`src/rtl/uart_tx_param_if.sv`:
```
// Stream handshake bundle feeding the UART transmitter FIFO.
// The producer drives tdata/tvalid; the transmitter returns tready.
interface uart_tx_param_if #(
    parameter int DATA_BITS = 8
);
    logic [DATA_BITS-1:0] tdata;
    logic                 tvalid;
    logic                 tready;

    modport master (output tdata, output tvalid, input tready);
    modport slave  (input tdata, input tvalid, output tready);
endinterface

```
`src/rtl/uart_tx_param.sv`:
```
// FIFO-buffered UART transmitter: LSB-first serialisation with optional
// parity and one or two stop bits at a fixed clocks-per-bit rate.
// The enable input freezes the serialiser without disturbing FIFO pushes.
module uart_tx_param #(
    parameter int DATA_BITS    = 8,
    parameter int CLKS_PER_BIT = 64,
    parameter int PARITY       = 0,
    parameter int STOP_BITS    = 1,
    parameter int FIFO_DEPTH   = 16,
    parameter int CNT_WIDTH    = 16
) (
    input  logic                        clk,
    input  logic                        rst_n,
    uart_tx_param_if.slave              s_axis,
    input  logic                        enable,
    output logic                        txd,
    output logic                        busy,
    output logic [$clog2(FIFO_DEPTH):0] fifo_level,
    output logic [CNT_WIDTH-1:0]        frame_count
);
    localparam int AW  = $clog2(FIFO_DEPTH);
    localparam int PW  = $clog2(CLKS_PER_BIT);
    localparam int BCW = 4;
    localparam logic [PW-1:0] PRESCALE_LOAD = PW'(CLKS_PER_BIT - 1);
    localparam logic [AW:0]   FULL_LEVEL    = (AW+1)'(FIFO_DEPTH);
    localparam logic          PAR_INV       = (PARITY == 1);

    typedef enum logic [2:0] {
        IDLE,
        START,
        DATA,
        PAR,
        STOP
    } state_t;

    // FIFO storage and bookkeeping
    logic [DATA_BITS-1:0] mem [FIFO_DEPTH];
    logic [AW-1:0]        wr_ptr;
    logic [AW-1:0]        rd_ptr;
    logic [AW:0]          level;
    logic [AW:0]          level_next;
    logic                 tready_q;
    logic                 push;
    logic                 pop;
    logic                 fifo_empty;
    logic [DATA_BITS-1:0] rd_data;

    // Serialiser state
    state_t               state;
    logic [PW-1:0]        prescale;
    logic [BCW-1:0]       bit_cnt;
    logic [DATA_BITS-1:0] shift;
    logic                 par_bit;
    logic                 bit_end;
    logic                 stop_last;

    assign s_axis.tready = tready_q;
    assign fifo_level    = level;
    assign push          = s_axis.tvalid && tready_q;
    assign fifo_empty    = (level == '0);
    assign rd_data       = mem[rd_ptr];
    assign bit_end       = (prescale == '0);
    assign stop_last     = (bit_cnt == BCW'(STOP_BITS - 1));
    assign busy          = (state != IDLE) || !fifo_empty;

    // A word leaves the FIFO when idle, or at the end of the final stop bit
    // so that the next frame starts with no idle gap.
    assign pop = enable && !fifo_empty &&
                 ((state == IDLE) || (state == STOP && bit_end && stop_last));

    // Next occupancy; simultaneous push and pop cancel out
    always_comb begin
        level_next = level;
        if (push && !pop) begin
            level_next = level + 1'b1;
        end else if (!push && pop) begin
            level_next = level - 1'b1;
        end
    end

    // FIFO storage write port (contents need no reset; occupancy gates reads)
    always_ff @(posedge clk) begin
        if (push) begin
            mem[wr_ptr] <= s_axis.tdata;
        end
    end

    // FIFO pointers, occupancy and registered ready flag
    always_ff @(posedge clk or negedge rst_n) begin
        if (!rst_n) begin
            wr_ptr   <= '0;
            rd_ptr   <= '0;
            level    <= '0;
            tready_q <= 1'b1;
        end else begin
            if (push) begin
                wr_ptr <= wr_ptr + 1'b1;
            end
            if (pop) begin
                rd_ptr <= rd_ptr + 1'b1;
            end
            level    <= level_next;
            tready_q <= (level_next != FULL_LEVEL);
        end
    end

    // Frame serialiser FSM with registered line output and frame counter
    always_ff @(posedge clk or negedge rst_n) begin
        if (!rst_n) begin
            state       <= IDLE;
            prescale    <= '0;
            bit_cnt     <= '0;
            shift       <= '0;
            par_bit     <= 1'b0;
            txd         <= 1'b1;
            frame_count <= '0;
        end else if (state == IDLE) begin
            txd <= 1'b1;
            if (pop) begin
                shift    <= rd_data;
                par_bit  <= (^rd_data) ^ PAR_INV;
                txd      <= 1'b0;
                prescale <= PRESCALE_LOAD;
                bit_cnt  <= '0;
                state    <= START;
            end
        end else if (enable) begin
            if (!bit_end) begin
                prescale <= prescale - 1'b1;
            end else begin
                prescale <= PRESCALE_LOAD;
                case (state)
                    START: begin
                        state   <= DATA;
                        txd     <= shift[0];
                        shift   <= shift >> 1;
                        bit_cnt <= '0;
                    end
                    DATA: begin
                        if (bit_cnt == BCW'(DATA_BITS - 1)) begin
                            bit_cnt <= '0;
                            if (PARITY != 0) begin
                                state <= PAR;
                                txd   <= par_bit;
                            end else begin
                                state <= STOP;
                                txd   <= 1'b1;
                            end
                        end else begin
                            bit_cnt <= bit_cnt + 1'b1;
                            txd     <= shift[0];
                            shift   <= shift >> 1;
                        end
                    end
                    PAR: begin
                        state   <= STOP;
                        txd     <= 1'b1;
                        bit_cnt <= '0;
                    end
                    STOP: begin
                        if (stop_last) begin
                            frame_count <= frame_count + 1'b1;
                            bit_cnt     <= '0;
                            if (pop) begin
                                shift   <= rd_data;
                                par_bit <= (^rd_data) ^ PAR_INV;
                                txd     <= 1'b0;
                                state   <= START;
                            end else begin
                                txd   <= 1'b1;
                                state <= IDLE;
                            end
                        end else begin
                            bit_cnt <= bit_cnt + 1'b1;
                        end
                    end
                    default: begin
                        txd   <= 1'b1;
                        state <= IDLE;
                    end
                endcase
            end
        end
    end
endmodule
```
`src/flat_wrapper.sv`:
```
// flat-port wrapper written by rule: the top's interface ports become plain ports
module uart_tx_param_flat 
#(
    parameter int DATA_BITS    = 8,
    parameter int CLKS_PER_BIT = 64,
    parameter int PARITY       = 0,
    parameter int STOP_BITS    = 1,
    parameter int FIFO_DEPTH   = 16,
    parameter int CNT_WIDTH    = 16
)
  (clk, rst_n, enable, txd, busy, fifo_level, frame_count, s_axis_tdata, s_axis_tvalid, s_axis_tready);
  uart_tx_param_if #(.DATA_BITS(DATA_BITS)) s_axis_i ();
  input  logic clk;
  input  logic rst_n;
  input  logic enable;
  output logic txd;
  output logic busy;
  output logic [$clog2(FIFO_DEPTH):0] fifo_level;
  output logic [CNT_WIDTH-1:0] frame_count;
  input wire logic [$bits(s_axis_i.tdata)-1:0] s_axis_tdata;
  input wire logic [$bits(s_axis_i.tvalid)-1:0] s_axis_tvalid;
  output wire logic [$bits(s_axis_i.tready)-1:0] s_axis_tready;
  assign s_axis_i.tdata = s_axis_tdata;
  assign s_axis_i.tvalid = s_axis_tvalid;
  assign s_axis_tready = s_axis_i.tready;
  uart_tx_param #(.DATA_BITS(DATA_BITS), .CLKS_PER_BIT(CLKS_PER_BIT), .PARITY(PARITY), .STOP_BITS(STOP_BITS), .FIFO_DEPTH(FIFO_DEPTH), .CNT_WIDTH(CNT_WIDTH)) u_core (.clk(clk), .rst_n(rst_n), .s_axis(s_axis_i), .enable(enable), .txd(txd), .busy(busy), .fifo_level(fifo_level), .frame_count(frame_count));
endmodule
```
`config.mk`:
```
export PLATFORM = sky130hd
export DESIGN_NAME = uart_tx_param_flat
export DESIGN_NICKNAME = d
export VERILOG_FILES = /design/src/rtl/uart_tx_param_if.sv /design/src/rtl/uart_tx_param.sv /design/src/flat_wrapper.sv
export SDC_FILE = /design/constraint.sdc
export NUM_CORES = 1
export LEC_CHECK = 0
export CAP_MARGIN = 20
export CORE_MARGIN = 2
export CORE_UTILIZATION = 29
export DETAILED_ROUTE_END_ITERATION = 10
export PLACE_DENSITY = 0.45
export SYNTH_ARGS = -nofsm -noshare
export SYNTH_HDL_FRONTEND = slang
export SYNTH_SLANG_ARGS = --single-unit
```
`constraint.sdc`:
```
create_clock -name clk -period 2.3 [get_ports clk]
set_input_delay 0.345 -clock clk [delete_from_list [all_inputs] [get_ports clk]]
set_output_delay 0.345 -clock clk [all_outputs]
set_load 0.02 [all_outputs]
```
==> parameters.txt, run 1 <==
Parameter                              Value

Drt
  Total Wirelength    between 15000 and 20000 um
  Residual DRC    0
  DR vias/cell    4.890
  Residual antenna-violating net count after detailed routing    0
  Number of DRC markers in iteration 0    387
  First-pass detailed-route iteration total    4
  Detailed-route wire length per cell    18.27 um
  Total via count after detailed routing    4543

Placed design
  Placed cell count    896
  Detail Placement HPWL    about 12000 um
  Weighted congestion at the end of routability-driven global placement    0.7608
  Worst Setup Slack post-DPL    ~0.0074 ns
  Buffers on Ports    35

Timing
  Final hold violations    0
  Worst clock skew    around 0.016 ns
  Setup TNS    0 ns
  Maximum clock rate    around 470 MHz
  Max-slew headroom    56.80%
  Worst Setup Slack, final    roughly 0.18 ns
  Share of the cycle needed by the critical path after routing    between 90% and 100%
  Number of failing setup endpoints in the final timing report    0
  Min Clock Period, post-route    around 2.1 ns
  Count of pins over their slew limit    0
  Measured slew at the worst slew-check pin    around 0.65 ns
  RSZ-0062 raised after global routing    no

Die
  Area of the die    roughly 28000 um2
  Die span in x    168.4 um
  Placeable Area    ~27000 um2
  Vertical extent of the die    between 150 and 200 um
  Starting utilization of the core area    29.32%
  Ports    36
  Num rows    60

Pwr
  Final Power    8.759 mW
  Static Leak    between 3 and 4 nW
  Worst vdd rail ir drop    about 450 uV
  Cell area power density    904.5 nW/um2

Critical path
  Top fanout value on the critical path    7
  Worst endpoint required time    ~2.6 ns
  Sort of element at the end of the critical path    flop
  Kind of start point of the critical path    flop
  Arrival time reported for the critical path endpoint    between 2 and 2.5 ns
  Kind of critical path    reg -> reg

Clock network
  Number of buffers inserted during clock tree synthesis    17
  Number of clock sinks    180
  Post-CTS clock slew at the launch and capture registers of the worst setup and hold paths    approximately 0.080 ns
  H-tree levels    4
  Clock tree root buffer cell    sky130_fd_sc_hd__clkbuf_16
  Clock Tree Buf Depth    2
  Worst skew pair latency    0.44 ns
  TritonCTS clock tree    done

Synthesis
  Share of async-settable or async-resettable flops after synthesis    about 29%
  Post-synth design cell area    7836 um2
  Post-synth net total    around 520
  Synthesis-stage register bit count    180
  Number of unique standard cell types used by synthesis    65
  EDFF count, synth    roughly 130
  Ys flop type    sky130_fd_sc_hd__edfxtp_1
  Total of warnings raised by yosys    0
  Mean post-synth cell area    about 16 um2
  Gate Count Post-Synth    ~500
  Portion of the post-synthesis area used by sequential elements    approximately 66%

Finish
  Antenna diode count    0
  Layout overhead on the synthesized area    23.57%
  Proportion of layout cells with a drive suffix above 1    23.47%
  Final cell count without fillers    between 900 and 1000
  Number of nets at the end of the flow    600

Flow run
  # Max-Cap Violations    0

Global routing
  All-layer global routing usage    around 13%
  Pin count of the biggest net entering global routing    33
  Number of antenna violations at the first check in global routing    0
  Via count of the first global-routing pass    ~4800
  Global route total overflow    0
  First-pass GRT wire length    between 20000 and 30000 um

Hold path
  Classification of the worst-slack hold path    in -> async

Status
  Run status    finished, final reports clean
[through the flow]
stage / hold slack [ns] / instance area (um2) / utilization [%]
global route: 0.5008 / 9683 / 36.23
finish: 0.4524 / 9683 / 36.23
detailed placement: 0.3987 / 9017 / 33.74
floorplan: 0.04941 / 7836 / -
CTS: 0.4616 / 9674 / 36.20
global placement: 0.3810 / 9017 / 33.74
[repair_timing]
item / CTS / global route
buffers inserted: 0 / 0
pin swaps: 0 / 0
resized for setup: 2 / 6
endpoints found under the setup margin: 1 / 5
hold buffers: 1 / 0
hold endpoints to repair: 23 / 0
[synthesized netlist by cell type, types with 2 or more instances]
master / n / area share [%]
sky130_fd_sc_hd__and3_1: 11 / 0.88
sky130_fd_sc_hd__or3_1: 3 / 0.24
sky130_fd_sc_hd__mux2_2: 3 / 0.43
sky130_fd_sc_hd__mux4_2: 37 / 11
sky130_fd_sc_hd__a21oi_1: 17 / 1.1
sky130_fd_sc_hd__o21ai_0: 8 / 0.51
sky130_fd_sc_hd__o31ai_1: 5 / 0.48
sky130_fd_sc_hd__dfstp_2: 2 / 0.67
sky130_fd_sc_hd__or4_1: 2 / 0.19
sky130_fd_sc_hd__inv_1: 10 / 0.48
sky130_fd_sc_hd__nor2b_1: 3 / 0.24
sky130_fd_sc_hd__buf_2: 6 / 0.38
sky130_fd_sc_hd__and3b_1: 2 / 0.22
sky130_fd_sc_hd__mux2i_1: 3 / 0.38
sky130_fd_sc_hd__nor2_1: 22 / 1.1
sky130_fd_sc_hd__nor3_1: 9 / 0.57
sky130_fd_sc_hd__a211oi_1: 3 / 0.29
sky130_fd_sc_hd__nor3b_1: 2 / 0.19
sky130_fd_sc_hd__nand2_1: 30 / 1.4
sky130_fd_sc_hd__ha_1: 13 / 2.1
sky130_fd_sc_hd__and4_1: 2 / 0.22
sky130_fd_sc_hd__xnor2_1: 16 / 1.8
sky130_fd_sc_hd__nand2b_1: 3 / 0.24
sky130_fd_sc_hd__buf_4: 2 / 0.19
sky130_fd_sc_hd__o22ai_1: 3 / 0.24
sky130_fd_sc_hd__nor4b_1: 2 / 0.22
sky130_fd_sc_hd__nand3_1: 13 / 0.83
sky130_fd_sc_hd__edfxtp_1: 128 / 49
sky130_fd_sc_hd__xor2_1: 12 / 1.3
sky130_fd_sc_hd__o21ai_1: 8 / 0.51
sky130_fd_sc_hd__nand4_1: 7 / 0.56
sky130_fd_sc_hd__buf_6: 4 / 0.57
sky130_fd_sc_hd__a32oi_1: 3 / 0.34
sky130_fd_sc_hd__and2_1: 16 / 1.3
sky130_fd_sc_hd__dfrtp_1: 50 / 16
sky130_fd_sc_hd__a21bo_2: 2 / 0.26
sky130_fd_sc_hd__clkbuf_1: 9 / 0.43
[placed cells by master (no fill, tap or decap), types with 7 or more instances in the layout]
| cell type | Yosys | layout |
|---|---|---|
| sky130_fd_sc_hd__o21ai_1 | 8 | 8 |
| sky130_fd_sc_hd__nand3_1 | 13 | 13 |
| sky130_fd_sc_hd__a21oi_1 | 17 | 16 |
| sky130_fd_sc_hd__nor3_1 | 9 | 9 |
| sky130_fd_sc_hd__buf_12 | 0 | 17 |
| sky130_fd_sc_hd__nor2_1 | 22 | 22 |
| sky130_fd_sc_hd__clkdlybuf4s50_1 | 0 | 33 |
| sky130_fd_sc_hd__o21ai_0 | 8 | 8 |
| sky130_fd_sc_hd__clkbuf_16 | 0 | 17 |
| sky130_fd_sc_hd__and2_1 | 16 | 15 |
| sky130_fd_sc_hd__ha_1 | 13 | 13 |
| sky130_fd_sc_hd__mux4_2 | 37 | 37 |
| sky130_fd_sc_hd__buf_4 | 2 | 26 |
| sky130_fd_sc_hd__xnor2_1 | 16 | 16 |
| sky130_fd_sc_hd__xor2_1 | 12 | 12 |
| sky130_fd_sc_hd__inv_1 | 10 | 10 |
| sky130_fd_sc_hd__dfrtp_1 | 50 | 49 |
| sky130_fd_sc_hd__nand4_1 | 7 | 7 |
| sky130_fd_sc_hd__nand2_1 | 30 | 30 |
| sky130_fd_sc_hd__edfxtp_1 | 128 | 128 |
| sky130_fd_sc_hd__and3_1 | 11 | 11 |
[path summary, 6_finish.rpt]
path | from | depth (start not counted) | slack (ns) | to
max reg2reg | u_core.bit_cnt[0] | 10 | 0.18 | u_core.shift[4]
max | u_core.bit_cnt[0] | 10 | 0.18 | u_core.shift[4]
min in group clk | u_core.frame_count[15] | 1 | 0.47 | u_core.frame_count[15]
min | rst_n | 2 | 0.45 | u_core.prescale[5]
min reg2reg | u_core.frame_count[15] | 1 | 0.47 | u_core.frame_count[15]
max in group asynchronous | rst_n | 3 | 1.14 | u_core.s_axis.tready
[flip-flops by register name, summed over array words and instances, names as in the netlist]
signal and flops:
u_core.mem 128, u_core.frame_count 16, u_core.shift 8, u_core.prescale 6, u_core.fifo_level 5, u_core.bit_cnt 4, u_core.rd_ptr 4, u_core.wr_ptr 4
u_core.state 3, u_core.s_axis.tready 1, u_core.txd 1
[final cells by class]
type	count	area, um2
fill	2513	17040
sequential	180	5149
multi-input combinational	287	2542
timing repair buffer	79	885.9
tap	341	426.7
clock buffer	17	425.4
clock inverter	15	216.5
inverter	10	37.54
[worst max-delay path, stage by stage (launching register included)]
cell and delay [ns]:
sky130_fd_sc_hd__dfrtp_1 0.42, sky130_fd_sc_hd__inv_1 0.11, sky130_fd_sc_hd__ha_1 0.15, sky130_fd_sc_hd__nor3b_1 0.19
sky130_fd_sc_hd__buf_4 0.16, sky130_fd_sc_hd__nand4_2 0.13, sky130_fd_sc_hd__buf_4 0.18, sky130_fd_sc_hd__a21oi_2 0.21
sky130_fd_sc_hd__buf_4 0.19, sky130_fd_sc_hd__nor3_1 0.06, sky130_fd_sc_hd__o31ai_1 0.21
[layer usage]
layer / wire [um] / track usage (%)
met1: 7889 / 16.33
met2: 8454 / 21.51
met3: 474 / 2.727
met4: 152 / 3.261
met5: 0 / 0
[report_power, final]
part	switching (mW)	total [mW]	internal [mW]	leakage (nW)
combinational	0.813	1.55	0.737	1.28
clock	1.51	3.03	1.52	0.307
sequential	0.269	4.18	3.91	1.82
[kinds of logic (layout without fill, tap and decap cells)]
| logic type | after synthesis | count (layout) | synth area share, % |
|---|---|---|---|
| muxes | 44 | 44 | 11.74 |
| DFF | 180 | 180 | 65.69 |
| adders and majority gates | 13 | 13 | 2.076 |
| xor gates and xnor gates | 29 | 29 | 3.337 |
| AOI/OAI and AO/OA | 62 | 62 | 5.094 |
| and+or+nand+nor | 139 | 139 | 9.964 |
| buffers and inverters | 32 | 121 | 2.108 |
Note: power is estimated with default switching activity, not from simulation.
==> run 2, diff against run 1 <==
DONT_BUFFER_PORTS = 1   (was unset)
PLACE_DENSITY = 0.44   (was 0.45)
==> run 2 against run 1 <==
Clock power about the same. Utilization decreased by 1.9 points. Wire length down 3.1%. Sequential cell count unchanged. Combinational power decreased by 12%. Sequential power is essentially flat. Final area decreased by 5.3%. Setup slack improved by 0.00083 ns.
==> parameters.txt, run 2 (synthesis results as in run 1) <==
Parameter                              Value

Status
  Run status    finished, final reports clean

Flow run
  # Max-Cap Violations    0 (unchanged)

Finish
  Number of flip-flops in the largest register    128 (unchanged)
  Registers with the most flip-flops    u_core.mem (128), u_core.frame_count (16), u_core.shift (8)
  Final cell count without fillers    891 (-4.1%)
  Proportion of layout cells with a drive suffix above 1    22.55% (-0.92 points)
  Highest-count cells in the layout ignoring fill and taps    sky130_fd_sc_hd__edfxtp_1 (128), sky130_fd_sc_hd__dfrtp_1 (49), sky130_fd_sc_hd__mux4_2 (37)
  Finished Core Util    34.31% (-1.9 points)
  Layout overhead on the synthesized area    17.02%
  Finished Cell Area    9170 um2 (-5.3%)
  Most common cell after layout, fill and taps aside    sky130_fd_sc_hd__edfxtp_1
  Number of nets at the end of the flow    562 (-6.3%)
  Reg with most FFs    u_core.mem
  Antenna diode count    0 (unchanged)

Die
  Num rows    60 (unchanged)
  Ports    36 (unchanged)
  Vertical extent of the die    168.4 um (unchanged)
  Area of the die    28350 um2 (unchanged)
  Placeable Area    26730 um2 (unchanged)
  Starting utilization of the core area    29.32% (unchanged)
  Die span in x    168.4 um (unchanged)

Global routing
  First-pass GRT wire length    25900 um (-4.3%)
  Pin count of the biggest net entering global routing    53 (+61%)
  Met2 GRT Util    20.29% (-1.2 points)
  Fraction of met3 tracks used by global routing    3.079% (+0.35 points)
  Most Crowded Layer GR    met2
  Via count of the first global-routing pass    4522 (-5.6%)
  All-layer global routing usage    12.07% (-0.53 points)
  Global route total overflow    0 (unchanged)
  GR met1 Demand/Resource    15.54% (-0.78 points)
  Number of antenna violations at the first check in global routing    0 (unchanged)

Drt
  First-pass detailed-route iteration total    4 (unchanged)
  Residual DRC    0 (unchanged)
  DR vias/cell    4.824 (-1.4%)
  Number of DRC markers in iteration 0    224 (-42%)
  Detailed-route wire length per cell    18.45 um (+1.0%)
  Total Wirelength    16440 um (-3.1%)
  Total via count after detailed routing    4298 (-5.4%)
  Residual antenna-violating net count after detailed routing    0 (unchanged)

Placed design
  Detail Placement HPWL    11070 um (-7.0%)
  Weighted congestion at the end of routability-driven global placement    0.7346 (-3.4%)
  Placed cell count    849 (-5.2%)
  Cell area after placement    8394 um2 (-6.9%)
  Buffers on Ports    0 (-100%)

Timing
  Final hold violations    0 (unchanged)
  Measured slew at the worst slew-check pin    0.5934 ns (-0.05259 ns)
  Number of failing setup endpoints in the final timing report    0 (unchanged)
  Worst clock skew    0.01339 ns (-0.002153 ns)
  Share of the cycle needed by the critical path after routing    92.15% (about the same)
  Min Clock Period, post-route    2.119 ns (-0.0008310 ns)
  Max-slew headroom    60.31% (+3.5 points)
  Count of pins over their slew limit    0 (unchanged)
  RSZ-0062 raised after global routing    no
  Setup TNS    0 ns (unchanged)
  Hold WS    0.03236 ns (-0.4201 ns)
  Maximum clock rate    471.8 MHz (about the same)

Critical path
  Worst endpoint required time    2.66 ns (+0.03 ns)
  Kind of start point of the critical path    flop
  Top fanout value on the critical path    5 (-2)
  Arrival time reported for the critical path endpoint    2.48 ns (+0.03 ns)
  Setup slack on the worst flop-to-flop path    0.18 ns (about the same)
  Sort of element at the end of the critical path    flop
  Kind of critical path    reg -> reg

Pwr
  Worst vdd rail ir drop    424.1 uV (-6.5%)
  Static Leak    3.221 nW (-5.5%)
  Cell area power density    929.8 nW/um2 (+2.8%)

Clock network
  H-tree levels    4 (unchanged)
  Post-CTS clock slew at the launch and capture registers of the worst setup and hold paths    0.08 ns (about the same)
  Clock Tree Buf Depth    2 (unchanged)
  Worst skew pair latency    0.43 ns (about the same)
  Number of clock sinks    180 (unchanged)
  Clock tree root buffer cell    sky130_fd_sc_hd__clkbuf_16
  Buffers inserted during post-CTS setup optimization    0 (unchanged)
  Number of buffers inserted during clock tree synthesis    17 (unchanged)
  TritonCTS clock tree    done

Hold path
  Classification of the worst-slack hold path    in -> reg
-- run 2: changes by cell type in the layout (fill, tap and decap cells not counted), sizes merged --
cell and change:
buf -12, bufinv +1, clkbuf -1, clkdlybuf4s50 -33
clkinv +3, dlygate4sd3 +8, inv -4
-- run 2: final cells by class --
| class | instances | area (um2) |
|---|---|---|
| inverter | 10 | 37.54 |
| timing repair buffer | 41 | 375.4 |
| sequential | 180 | 5149 |
| clock buffer | 17 | 425.4 |
| clock inverter | 15 | 212.7 |
| tap | 341 | 426.7 |
| fill | 2549 | 17560 |
| multi-input combinational | 287 | 2544 |
-- run 2: power by group --
| part | total [mW] | switching [mW] | internal, mW |
|---|---|---|---|
| clock | 3.02 | 1.43 | 1.59 |
| sequential | 4.15 | 0.239 | 3.91 |
| combinational | 1.36 | 0.793 | 0.568 |
| total | 8.53 | 2.46 | 6.06 |
-- run 2: worst paths after layout --
kind,cells after the start,end,startpoint
setup / recovery,7,u_core.bit_cnt[3],u_core.bit_cnt[1]
hold / removal,1,u_core.prescale[1],enable
setup reg to reg,7,u_core.bit_cnt[3],u_core.bit_cnt[1]
hold reg to reg,1,u_core.prescale[0],u_core.prescale[0]
max in group asynchronous,2,u_core.txd,rst_n
min in group asynchronous,2,u_core.fifo_level[2],rst_n
-- run 2: routing by layer --
| layer | vias up | share of wire [%] |
|---|---|---|
| met5 | - | 0 |
| li1 | 1998 | - |
| met3 | 8 | 4.1 |
| met1 | 2229 | 46 |
| met4 | 0 | 0.86 |
| met2 | 63 | 50 |
-- run 2: timing repair --
action | CTS | global route
endpoints found under the hold margin | 180 | 0
setup endpoints to repair | 2 | 9
resized for setup | 1 | 4
hold buffers | 10 | 0
-- run 2: critical path, cell delays in order (launching register included) --
cell and delay, ns:
sky130_fd_sc_hd__dfrtp_1 0.39, sky130_fd_sc_hd__buf_4 0.15, sky130_fd_sc_hd__ha_1 0.20, sky130_fd_sc_hd__and3b_1 0.23, sky130_fd_sc_hd__or3b_2 0.45, sky130_fd_sc_hd__a211oi_1 0.37, sky130_fd_sc_hd__nand4_1 0.14, sky130_fd_sc_hd__o21ai_1 0.12
-- run 2: metrics by stage --
step / setup slack [ns] / power [mW]
3_3_place_gp: 0.09200 / 5.451
6_report: 0.1806 / 8.526
5_1_grt: 0.02832 / 8.946
4_1_cts: 0.06852 / 8.630
2_1_floorplan: 0.1590 / 5.050
3_5_place_dp: -0.02196 / 5.513
==> run 3, diff against run 2 <==
CAP_MARGIN = unset   (was 20)
GPL_ROUTABILITY_DRIVEN = 0   (was unset)
HOLD_SLACK_MARGIN = 0.06   (was unset)
==> run 3 against run 2 <==
Final cell count is 0.11% higher. Utilization hardly changed. Sequential power barely moved. Critical path depth unchanged. Register-to-register slack hardly changed. Final area rose by 0.11%. Clock power about the same. Sequential share of layout area fell by 0.061 points. Worst hold slack better by 0.077 ns. Total power hardly changed.
==> parameters.txt, run 3 (synthesis results as in run 1) <==
Parameter                              Value

Critical path
  Arrival time reported for the critical path endpoint    2.48 ns (about the same)
  Worst Reg-to-Reg Cells    7 (unchanged)
  Worst endpoint required time    2.66 ns (about the same)
  Top fanout value on the critical path    5 (unchanged)
  Kind of critical path    reg -> reg
  Max stage delay cell, worst path    sky130_fd_sc_hd__or3b_2
  Kind of start point of the critical path    flop
  Delay of the slowest cell on the worst path    0.45 ns (about the same)
  Ordered cell list for the critical path    buf_4, ha_1, and3b_1, or3b_2, a211oi_1, nand4_1, o21ai_1
  Sort of element at the end of the critical path    flop

Timing
  Max-slew headroom    60.09% (-0.22 points)
  Final hold violations    0 (unchanged)
  Min Clock Period, post-route    2.119 ns (-0.0002210 ns)
  Number of failing setup endpoints in the final timing report    0 (unchanged)
  Setup TNS    0 ns (unchanged)
  RSZ-0062 raised after global routing    no
  Maximum clock rate    471.9 MHz (about the same)
  Worst clock skew    0.01346 ns (+0.00006930 ns)
  Count of pins over their slew limit    0 (unchanged)
  Worst Setup Slack, final    0.1808 ns (+0.0002210 ns)
  Measured slew at the worst slew-check pin    0.5967 ns (+0.003353 ns)
  Share of the cycle needed by the critical path after routing    92.14% (about the same)

Drt
  Top layer in use    met4
  Residual antenna-violating net count after detailed routing    0 (unchanged)
  Number of DRC markers in iteration 0    220 (-1.8%)
  Total Wirelength    16480 um (+0.24%)
  Detailed-route wire length per cell    18.48 um (+0.12%)
  First-pass detailed-route iteration total    4 (unchanged)
  Length of routed met2 wiring    8094 um (-0.57%)
  DR vias/cell    4.783 (-0.86%)
  Total via count after detailed routing    4266 (-0.74%)
  Routed met3 length    627 um (-7.4%)
  Detailed-routing wirelength on met1    7619 um (+1.8%)
  Residual DRC    0 (unchanged)

Pwr
  Clk network pwr share    35.3% (about the same)
  Cell area power density    928.2 nW/um2 (-0.17%)
  Net switching fraction of the power    28.83% (-0.059 points)
  P_int    6.064 mW (about the same)
  Final Power    8.521 mW (about the same)
  Sw power    2.456 mW (-0.27%)
  Proportion of power drawn by flip-flops and latches    48.7% (about the same)
  Comb pwr share    16.0% (about the same)
  Worst vdd rail ir drop    423.8 uV (about the same)
  Static Leak    3.225 nW (+0.13%)

Finish
  Proportion of layout cells with a drive suffix above 1    22.50% (-0.041 points)
  Most common cell after layout, fill and taps aside    sky130_fd_sc_hd__edfxtp_1
  Final cell count without fillers    892 (+0.11%)
  Highest-count cells in the layout ignoring fill and taps    sky130_fd_sc_hd__edfxtp_1 (128), sky130_fd_sc_hd__dfrtp_1 (49), sky130_fd_sc_hd__mux4_2 (37)
  Filler instances    2551 (+0.078%)
  Number of flip-flops in the largest register    128 (unchanged)
  Reg with most FFs    u_core.mem
  Layout overhead on the synthesized area    17.15%
  Number of nets at the end of the flow    563 (+0.18%)
  Registers with the most flip-flops    u_core.mem (128), u_core.frame_count (16), u_core.shift (8)
  Antenna diode count    0 (unchanged)

Clock network
  Number of clock sinks    180 (unchanged)
  Buffers inserted during post-CTS setup optimization    0 (unchanged)
  Clock Tree Buf Depth    2 (unchanged)
  Post-CTS clock slew at the launch and capture registers of the worst setup and hold paths    0.08 ns (about the same)
  Number of buffers inserted during clock tree synthesis    17 (unchanged)
  H-tree levels    4 (unchanged)
  Worst skew pair latency    0.43 ns (about the same)
  Clock tree root buffer cell    sky130_fd_sc_hd__clkbuf_16
  TritonCTS clock tree    done

Die
  Area of the die    28350 um2 (unchanged)
  Starting utilization of the core area    29.32% (unchanged)
  Ports    36 (unchanged)
  Num rows    60 (unchanged)
  Placeable Area    26730 um2 (unchanged)
  Vertical extent of the die    168.4 um (unchanged)
  Die span in x    168.4 um (unchanged)

Global routing
  First-pass GRT wire length    25940 um (+0.19%)
  All-layer global routing usage    12.09% (+0.020 points)
  Pin count of the biggest net entering global routing    53 (unchanged)
  Number of antenna violations at the first check in global routing    0 (unchanged)
  Global route total overflow    0 (unchanged)
  Via count of the first global-routing pass    4530 (+0.18%)

Placed design
  Placed cell count    849 (unchanged)
  Detail Placement HPWL    11070 um (unchanged)
  Buffers on Ports    0 (unchanged)
  Worst Setup Slack post-DPL    -0.02196 ns (unchanged)

Status
  Run status    finished, final reports clean

Flow run
  # Max-Cap Violations    0 (unchanged)

Hold path
  WHS Path Cells    3 (+2)
  Classification of the worst-slack hold path    in -> reg
[run 3: changes by cell type in the layout (fill, tap and decap cells not counted), sizes merged]
cell / before / now
dlygate4sd3: 9 / 10
[run 3: worst max-delay path, delay by kind of cell (launching register included)]
family          cells  cell delay, ns
flops               1            0.39
compound gates      2            0.49
simple gates        3            0.82
buf+inv             1            0.15
fa+ha+maj           1            0.20
[run 3: per-layer routing]
layer / GRT usage (%) / up-vias
li1: - / 1998
met1: 15.64 / 2202
met2: 20.31 / 58
met3: 3.009 / 8
met4: 3.261 / 0
met5: 0 / -
[run 3: power by group through the flow]
| stage | registers, mW | clock network, mW | logic [mW] |
|---|---|---|---|
| after global routing | 4.19 | 3.22 | 1.53 |
| after CTS | 4.15 | 3.11 | 1.38 |
| after floorplan | 4.24 | 0 | 0.808 |
| final | 4.15 | 3.01 | 1.36 |
| after detailed placement | 4.21 | 0 | 1.30 |
| after global placement | 4.19 | 0 | 1.26 |
[run 3: worst paths after layout]
path	from	to	slack, ns
min reg2reg	u_core.prescale[0]	u_core.prescale[0]	0.51
min in group asynchronous	rst_n	u_core.fifo_level[2]	0.46
max	u_core.bit_cnt[1]	u_core.bit_cnt[3]	0.18
min	enable	u_core.prescale[0]	0.11
max in group asynchronous	rst_n	u_core.txd	1.55
max reg2reg	u_core.bit_cnt[1]	u_core.bit_cnt[3]	0.18
[run 3: layout make-up]
cell class | count | area, um2 | share of cell area (%)
Inverter | 10 | 37.54 | 0.4089
Tap cell | 341 | 426.7 | 4.648
Multi-Input combinational cell | 287 | 2544 | 27.71
Clock inverter | 15 | 212.7 | 2.317
Timing Repair Buffer | 42 | 385.4 | 4.198
Sequential cell | 180 | 5149 | 56.09
Clock buffer | 17 | 425.4 | 4.634
[run 3: metrics by stage]
stage | area, um2 | hold slack, ns | utilization (%)
after detailed placement | 8394 | 0.05179 | 31.41
after global placement | 8394 | 0.05144 | 31.41
final | 9180 | 0.1094 | 34.35
after floorplan | 7836 | 0.04941 | -
after CTS | 9165 | 0.08903 | 34.29
after global routing | 9180 | 0.1136 | 34.35
[run 3: timing repair]
action	in CTS	in global routing
hold buffers	11	0
endpoints found under the hold margin	181	0
resized for setup	1	4
setup endpoints to repair	2	9
